<file path="config.mk">
export PLATFORM = sky130hd
export DESIGN_NAME = sw_step_ctrl_flat
export DESIGN_NICKNAME = d
export VERILOG_FILES = /design/src/rtl/sw_step_ctrl_if.sv /design/src/rtl/sw_step_ctrl.sv /design/src/flat_wrapper.sv
export SDC_FILE = /design/constraint.sdc
export NUM_CORES = 1
export LEC_CHECK = 0
export ABC_AREA = 1
export CORE_MARGIN = 3
export CORE_UTILIZATION = 40
export CTS_BUF_LIST = sky130_fd_sc_hd__clkbuf_8
export DETAILED_ROUTE_END_ITERATION = 6
export PLACE_DENSITY = 0.69
export SYNTH_ARGS = -nofsm -noshare
export SYNTH_HDL_FRONTEND = slang
export SYNTH_SLANG_ARGS = --single-unit
</file>
<file path="constraint.sdc">
create_clock -name clk -period 1.4 [get_ports clk]
set_clock_uncertainty 0.05 [all_clocks]
set_input_delay 0.28 -clock clk [delete_from_list [all_inputs] [get_ports clk]]
set_output_delay 0.28 -clock clk [all_outputs]
set_load 0.01 [all_outputs]
</file>
<file path="src/rtl/sw_step_ctrl_if.sv">
// Switch/step controller bus: raw operator inputs in, debounced levels and LFSR requests out.
interface sw_step_ctrl_if;
    logic [9:0] sw_in;
    logic       btn_auto;
    logic [9:0] sw_clean;
    logic [7:0] seed;
    logic       step_pulse;
    logic       load_pulse;
    logic       auto_mode;

    modport master (
        output sw_in, btn_auto,
        input  sw_clean, seed, step_pulse, load_pulse, auto_mode
    );

    modport slave (
        input  sw_in, btn_auto,
        output sw_clean, seed, step_pulse, load_pulse, auto_mode
    );
endinterface

</file>
<file path="src/rtl/sw_step_ctrl.sv">
// Debounces operator switches and turns them into step/load requests for a downstream LFSR.
// Define SW_STEP_AUTO_STEP_EN to build the AUTO state (btn_auto toggle + prescaled stepping).
module sw_step_ctrl #(
    parameter int unsigned DB_CYCLES = 16,
    parameter int unsigned AUTO_DIV  = 1000000
) (
    input  logic          clk,
    input  logic          rst,
    sw_step_ctrl_if.slave bus
);

`ifdef SW_STEP_AUTO_STEP_EN
    localparam int NB = 11;  // bit 10 carries btn_auto through the same filter
`else
    localparam int NB = 10;
`endif
    localparam int CW = (DB_CYCLES > 2) ? $clog2(DB_CYCLES) : 1;

    logic [NB-1:0]         raw;
    logic [NB-1:0]         sync1_q, sync1_d, sync2_q, sync2_d;
    logic [NB-1:0]         clean_q, clean_d;
    logic [NB-1:0][CW-1:0] cnt_q, cnt_d;
    logic                  step_prev_q, step_prev_d;
    logic                  step_edge, load_req, man_step;
    logic [7:0]            seed_q;
    logic                  step_pulse_q, load_pulse_q, auto_mode_q;

`ifdef SW_STEP_AUTO_STEP_EN
    logic btn_prev_q, btn_prev_d;
    assign raw = {bus.btn_auto, bus.sw_in};
`else
    logic unused_btn;
    assign unused_btn = bus.btn_auto;
    assign raw        = bus.sw_in;
`endif

    // The counter holds DB_CYCLES-1 differing samples; the next differing one flips the level.
    always_comb begin
        sync1_d     = raw;
        sync2_d     = sync1_q;
        clean_d     = clean_q;
        cnt_d       = cnt_q;
        step_prev_d = clean_q[8];
`ifdef SW_STEP_AUTO_STEP_EN
        btn_prev_d  = clean_q[10];
`endif
        for (int i = 0; i < NB; i++) begin
            if (sync2_q[i] == clean_q[i]) begin
                cnt_d[i] = '0;
            end else if (cnt_q[i] == CW'(DB_CYCLES - 1)) begin
                clean_d[i] = sync2_q[i];
                cnt_d[i]   = '0;
            end else begin
                cnt_d[i] = cnt_q[i] + CW'(1);
            end
        end
    end

    always_ff @(posedge clk) begin
        if (rst) begin
            sync1_q     <= '0;
            sync2_q     <= '0;
            clean_q     <= '0;
            cnt_q       <= '0;
            step_prev_q <= 1'b0;
`ifdef SW_STEP_AUTO_STEP_EN
            btn_prev_q  <= 1'b0;
`endif
        end else begin
            sync1_q     <= sync1_d;
            sync2_q     <= sync2_d;
            clean_q     <= clean_d;
            cnt_q       <= cnt_d;
            step_prev_q <= step_prev_d;
`ifdef SW_STEP_AUTO_STEP_EN
            btn_prev_q  <= btn_prev_d;
`endif
        end
    end

    assign step_edge = clean_q[8] & ~step_prev_q;
    assign load_req  = step_edge & clean_q[9];
    assign man_step  = step_edge & ~clean_q[9];

`ifdef SW_STEP_AUTO_STEP_EN
    localparam int PW = (AUTO_DIV > 2) ? $clog2(AUTO_DIV) : 1;

    typedef enum logic {
        MANUAL = 1'b0,
        AUTO   = 1'b1
    } state_t;

    state_t        state_q;
    logic [PW-1:0] presc_q;
    logic          btn_edge, wrap;

    assign btn_edge = clean_q[10] & ~btn_prev_q;
    assign wrap     = (state_q == AUTO) && (presc_q == PW'(AUTO_DIV - 1));

    // Load wins over a coincident wrap and restarts the step period.
    always_ff @(posedge clk) begin
        if (rst) begin
            state_q      <= MANUAL;
            presc_q      <= '0;
            seed_q       <= '0;
            step_pulse_q <= 1'b0;
            load_pulse_q <= 1'b0;
            auto_mode_q  <= 1'b0;
        end else begin
            load_pulse_q <= load_req;
            if (load_req) seed_q <= clean_q[7:0];
            case (state_q)
                MANUAL: begin
                    step_pulse_q <= man_step;
                    presc_q      <= '0;
                    if (btn_edge) begin
                        state_q     <= AUTO;
                        auto_mode_q <= 1'b1;
                    end
                end
                AUTO: begin
                    step_pulse_q <= wrap & ~load_req;
                    if (btn_edge) begin
                        state_q     <= MANUAL;
                        auto_mode_q <= 1'b0;
                        presc_q     <= '0;
                    end else if (load_req || wrap) begin
                        presc_q <= '0;
                    end else begin
                        presc_q <= presc_q + PW'(1);
                    end
                end
            endcase
        end
    end
`else
    always_ff @(posedge clk) begin
        if (rst) begin
            seed_q       <= '0;
            step_pulse_q <= 1'b0;
            load_pulse_q <= 1'b0;
        end else begin
            step_pulse_q <= man_step;
            load_pulse_q <= load_req;
            if (load_req) seed_q <= clean_q[7:0];
        end
    end
    assign auto_mode_q = 1'b0;
`endif

    assign bus.sw_clean   = clean_q[9:0];
    assign bus.seed       = seed_q;
    assign bus.step_pulse = step_pulse_q;
    assign bus.load_pulse = load_pulse_q;
    assign bus.auto_mode  = auto_mode_q;

endmodule

</file>
<file path="src/flat_wrapper.sv">
// flat-port wrapper written by rule: the top's interface ports become plain ports
module sw_step_ctrl_flat 
#(
    parameter int unsigned DB_CYCLES = 16,
    parameter int unsigned AUTO_DIV  = 1000000
)
  (clk, rst, bus_sw_in, bus_btn_auto, bus_sw_clean, bus_seed, bus_step_pulse, bus_load_pulse, bus_auto_mode);
  sw_step_ctrl_if bus_i ();
  input  logic clk;
  input  logic rst;
  input wire logic [$bits(bus_i.sw_in)-1:0] bus_sw_in;
  input wire logic [$bits(bus_i.btn_auto)-1:0] bus_btn_auto;
  output wire logic [$bits(bus_i.sw_clean)-1:0] bus_sw_clean;
  output wire logic [$bits(bus_i.seed)-1:0] bus_seed;
  output wire logic [$bits(bus_i.step_pulse)-1:0] bus_step_pulse;
  output wire logic [$bits(bus_i.load_pulse)-1:0] bus_load_pulse;
  output wire logic [$bits(bus_i.auto_mode)-1:0] bus_auto_mode;
  assign bus_i.sw_in = bus_sw_in;
  assign bus_i.btn_auto = bus_btn_auto;
  assign bus_sw_clean = bus_i.sw_clean;
  assign bus_seed = bus_i.seed;
  assign bus_step_pulse = bus_i.step_pulse;
  assign bus_load_pulse = bus_i.load_pulse;
  assign bus_auto_mode = bus_i.auto_mode;
  sw_step_ctrl #(.DB_CYCLES(DB_CYCLES), .AUTO_DIV(AUTO_DIV)) u_core (.clk(clk), .rst(rst), .bus(bus_i));
endmodule
</file>
==> results of run 1 <==
-- sequential cells by signal, summed over array words and instances (netlist names) --
| signal | flops |
|---|---|
| u_core.step_prev_q | 1 |
| u_core.bus.seed | 8 |
| u_core.sync1_q | 10 |
| u_core.bus.sw_clean | 10 |
| u_core.sync2_q | 10 |
| u_core.bus.step_pulse | 1 |
| u_core.bus.load_pulse | 1 |
| u_core.cnt_q | 40 |
-- timing repair --
item                                    CTS  global route
endpoints found under the setup margin   20             2
gates resized for setup                  21             2
hold endpoints to repair                  0             0
-- per-layer routing --
metal | wire length, um | global-route usage (%) | vias up
met2 | 2250 | 20.8 | 32
met4 | 94 | 5.98 | 0
met1 | 2350 | 14.7 | 1039
met5 | 0 | 0 | -
met3 | 266 | 5.23 | 10
li1 | - | - | 1294
-- final cells by class --
| class | instances | area, um^2 | share of cell area, % |
|---|---|---|---|
| Multi-Input combinational cell | 247 | 1150 | 30.9 |
| Clock inverter | 7 | 86.3 | 2.33 |
| Tap cell | 99 | 124 | 3.34 |
| Timing Repair Buffer | 43 | 375 | 10.1 |
| Inverter | 60 | 225 | 6.08 |
| Sequential cell | 81 | 1630 | 43.9 |
| Clock buffer | 9 | 124 | 3.34 |
-- power by group through the flow --
| stage | combinational [W] | sequential (W) | clock (W) |
|---|---|---|---|
| after floorplan | 0.0000738 | 0.00241 | 0 |
| after global placement | 0.000117 | 0.00241 | 0 |
| after detailed placement | 0.000119 | 0.00241 | 0 |
| after CTS | 0.000119 | 0.00236 | 0.00184 |
| after global routing | 0.000133 | 0.00236 | 0.00193 |
| final | 0.000117 | 0.00236 | 0.00177 |
-- worst min-delay path, cell delays in order (launching register included) --
cell	delay, ps
dfxtp_1	300
inv_1	40
nor2_1	30
-- Yosys cell counts (all sizes together) --
library cell  number
ha                10
xnor2             10
clkbuf             1
buf                6
inv               60
nand2             66
nor4               1
nor2             118
conb               1
nand3             31
nand4             10
dfxtp             81
-- logic make-up (layout without fill, tap and decap cells) --
logic type / after synthesis / in the layout / synth area share [%]
DFF: 81 / 81 / 53.0
and+or+nand+nor: 226 / 226 / 30.4
adders and majority gates: 10 / 10 / 4.09
xor gates and xnor gates: 10 / 10 / 2.86
buffers and inverters: 67 / 119 / 9.49
other: 1 / 1 / 0.123
-- final timing paths --
kind / from / to / slack [ps] / cells past startpoint
max reg2reg: u_core.cnt_q[12] / u_core.cnt_q[12] / 230 / 4
max: u_core.bus.sw_clean[7] / bus_sw_clean[7] / 80 / 1
min reg2reg: u_core.sync1_q[4] / u_core.sync2_q[4] / 350 / 2
min: u_core.sync1_q[4] / u_core.sync2_q[4] / 350 / 2
-- through the flow --
stage	std cells	setup slack [ps]	util (%)	TNS, ps	instance area [um^2]
2_1_floorplan	395	369	-	0	3060
3_3_place_gp	530	-109	48.0	-4690	3520
3_5_place_dp	530	-125	48.0	-5380	3520
4_1_cts	546	17.2	50.5	0	3700
5_1_grt	546	15.3	50.6	0	3710
6_report	546	83.4	50.6	0	3710
==> impl_metrics.yaml, run 1 <==
worst_setup_path:
  crit_path_max_incr_delay_ps: 370
  worst_setup_path_end_kind: "output pin"
  cp-start-kind: "register"
  cp.arrival_ps: 990
  crit_chain: "dlygate4sd2_1"
  cp.required_ps: 1070
  crit_fanout: 5
  worstSetupPathType: "reg2out"
  cpLargestDelayFamily: "flip-flops"
  crit_buf_inv: 1
  slowest_stage: "dfxtp_2"
synth:
  netlist_area_um2: 3060
  ys_ff_latch: 81
  yosys.area.top_type: "dfxtp_1"
  synth-seq-area-share_pct: 53.0
  synth_top_area_share_pct: 53.0
  syn_inst: 395
  syn-num-nets: 418
  yosys-top-cells-area: "dfxtp_1, nor2_1, nand2_1"
  synth_cell_types: 17
  ys_warn_count: 0
  avgSynthCellArea_um2: 7.74
finish:
  final_common_cell: "nor2_1"
  insertedDiodeCount: 0
  nFillCells: 720
  final_cell_mix: "nor2_1, dfxtp_1, nand2_1"
  final_nets: 465
  area_growth_pct: 21.2
  drive_above_1_share_pct: 7.38
route:
  drc: 0
  drt_wl_total_um: 4950
  wl_per_cell_um: 9.07
  first_iter_violations: 55
  vias_per_cell: 4.35
  first_pass_iters: 4
  via_count: 2375
  ant_nets: 0
clock_network:
  cts_sinks: 81
  cts_max_path_buffers: 2
  ctsRootBufferMaster: "clkbuf_8"
  cts_setup_buffers: 0
  cts_tree: "yes"
  clk_pin_slew_ps: 80
  cts_max_level: 3
  postCtsHoldBufs: 0
  clock_latency_ps: 340
  numCtsBuffers: 9
pwr:
  peakVddDrop_mv: 0.633
  combinationalPowerShare_pct: 2.7
  p_leak_nw: 1.78
  p_int_w: 0.00338
  p_seq_share_pct: 55.5
  powerDensity_nw_per_um2: 1150
  p_total_w: 0.00425
  power.share.clock_pct: 41.7
  switching_power_w: 0.000865
  swShare_pct: 20.4
sta:
  rsz0062_at_grt: "false"
  finalHoldViolCount: 0
  slew_viol_final: 0
  period_share_pct: 94.0
  fmax_mhz: 760
  setup_viol_count_final: 0
  hold_ws_ps: 353
  period_minus_slack_ps: 1320
grt:
  grt.total_usage_pct: 12.9
  grt_max_degree: 19
  overflow: 0
  antenna_found_initial: 0
  grt_pass1_wl_um: 8820
  grt_pass1_vias: 2132
floorplanning:
  fp.dieArea_um2: 8730
  initial_core_util_pct: 41.7
  core_area_um2: 7330
  die_h_um: 93.4
  io_pins: 34
  row_count: 31
  die_w_um: 93.4
placed_design:
  numPortBuffers: 31
  gp_congestion: 0.730
  dp_hpwl_um: 3620
status:
  outcome: "complete, no violations"
hold_path:
  hold_path_class: "reg2reg"
run:
  drv_cap: 0
Power figures use the tool's default switching activity.
==> run 2: changes to the inputs <==
--- a/config.mk
+++ b/config.mk
@@ -6,6 +6,8 @@
 export NUM_CORES = 1
 export LEC_CHECK = 0
 export ABC_AREA = 1
+export CAP_MARGIN = 20
+export CORE_ASPECT_RATIO = 1.4
 export CORE_MARGIN = 3
 export CORE_UTILIZATION = 40
 export CTS_BUF_LIST = sky130_fd_sc_hd__clkbuf_8
==> impl_metrics.yaml, run 2 (synthesized netlist as in run 1, its figures left out) <==
status:
  outcome: "complete, no violations"
clock_network:
  ctsRootBufferMaster: "clkbuf_8"
  cts_tree: "yes"
  clk_pin_slew_ps: 80
  postCtsHoldBufs: 0
  numCtsBuffers: 9
  cts_max_level: 3
  clock_latency_ps: 340
  cts_sinks: 81
  cts_max_path_buffers: 2
finish:
  final_common_cell: "nor2_1"
  largest_reg_flops: 40
  final_cell_mix: "nor2_1, dfxtp_1, nand2_1"
  insertedDiodeCount: 0
  final_nets: 464
  regMostFlops: "u_core.cnt_q"
  design_area_um2: 3740
  fin_cells: 543
  area_growth_pct: 22.4
  drive_above_1_share_pct: 7.17
floorplanning:
  core_area_um2: 7410
  initial_core_util_pct: 41.3
  io_pins: 34
  fp.dieArea_um2: 8740
  die_w_um: 79.9
  row_count: 37
  die_h_um: 109
placed_design:
  dp.cells: 527
  placed_area_um2: 3510
  gp_congestion: 0.688
  post-place-ws_ps: -85.1
  numPortBuffers: 31
  dp_hpwl_um: 3650
sta:
  rsz0062_at_grt: "false"
  finalHoldViolCount: 0
  hold_ws_ps: 347
  period_share_pct: 96.1
  worst_slack_ps: 54.8
  fmax_mhz: 743
  slew_viol_final: 0
  setup_viol_count_final: 0
  period_minus_slack_ps: 1350
route:
  first_pass_iters: 4
  drc: 0
  vias_per_cell: 4.36
  drt_wl_total_um: 5060
  first_iter_violations: 69
  wl_per_cell_um: 9.31
  ant_nets: 0
  via_count: 2370
worst_setup_path:
  crit_buf_inv: 1
  r2r_cells: 4
  timing.rr.start: "u_core.cnt_q[32]"
  slowest_stage: "dfxtp_1"
  crit_chain: "dlygate4sd2_1"
  rr_endpoint: "u_core.cnt_q[33]"
  crit_fanout: 5
  worst_setup_path_end_kind: "output pin"
  cp.required_ps: 1070
  cpLargestDelayFamily: "flip-flops"
  cp.arrival_ps: 1020
  crit_path_max_incr_delay_ps: 390
  cp-start-kind: "register"
  worstSetupPathType: "reg2out"
  worst-r2r-setup-slack_ps: 260
grt:
  antenna_found_initial: 0
  grt.total_usage_pct: 12.6
  grt_pass1_vias: 2217
  grt_max_degree: 19
  overflow: 0
  grt_pass1_wl_um: 8690
hold_path:
  hold_depth: 2
  hold_start: "u_core.sync1_q[7]"
  hold_path_class: "reg2reg"
  min_to: "u_core.sync2_q[7]"
pwr:
  powerDensity_nw_per_um2: 1230
  p_leak_nw: 1.79
  peakVddDrop_mv: 0.567
run:
  drv_cap: 0
[run 2: cell type report]
| class | instances | area [um^2] |
|---|---|---|
| Clock buffer | 9 | 124 |
| Clock inverter | 7 | 134 |
| Fill cell | 735 | 3660 |
| Inverter | 60 | 225 |
| Multi-Input combinational cell | 247 | 1150 |
| Sequential cell | 81 | 1630 |
| Tap cell | 97 | 121 |
| Timing Repair Buffer | 42 | 368 |
[run 2: power by group]
part	internal [W]	total, W	switching [W]
combinational	0.0000558	0.000116	0.0000599
sequential	0.00234	0.00236	0.0000210
clock	0.00135	0.00214	0.000793
[run 2: worst max path at each step]
| stage | slack (ps) | to | cells past startpoint | startpoint |
|---|---|---|---|---|
| 4_1_cts | 10 | bus_sw_clean[6] | 1 | u_core.bus.sw_clean[6] |
| 3_3_place_gp | -70 | u_core.cnt_q[28] | 5 | rst |
| 3_5_place_dp | -90 | u_core.cnt_q[30] | 5 | rst |
| 5_1_grt | 7 | bus_sw_clean[2] | 1 | u_core.bus.sw_clean[2] |
| 6_report | 50 | bus_sw_clean[2] | 1 | u_core.bus.sw_clean[2] |
| 2_1_floorplan | 370 | u_core.bus.seed[0] | 4 | u_core.bus.sw_clean[9] |
[run 2: metal layers]
layer  GRT usage, %  vias to the layer above  part of all wire, %
met1           13.0                     1038                   45
met4           6.52                        0                  2.2
li1               -                     1283                    -
met3           3.11                        7                  3.7
met2           23.1                       42                   49
met5              0                        -                    0
[run 2: metrics by stage]
step / power [W] / utilization [%] / TNS [ps]
after floorplan: 0.00248 / - / 0
after global placement: 0.00253 / 47.3 / -2670
after detailed placement: 0.00253 / 47.3 / -2830
after CTS: 0.00468 / 50.5 / 0
after global routing: 0.00479 / 50.5 / 0
final: 0.00462 / 50.5 / 0
[run 2: what timing repair did]
item | CTS | global route
resized for setup | 22 | 1
hold endpoints to repair | 0 | 0
buffers inserted | 0 | 0
cloned | 0 | 0
setup endpoints to repair | 20 | 1
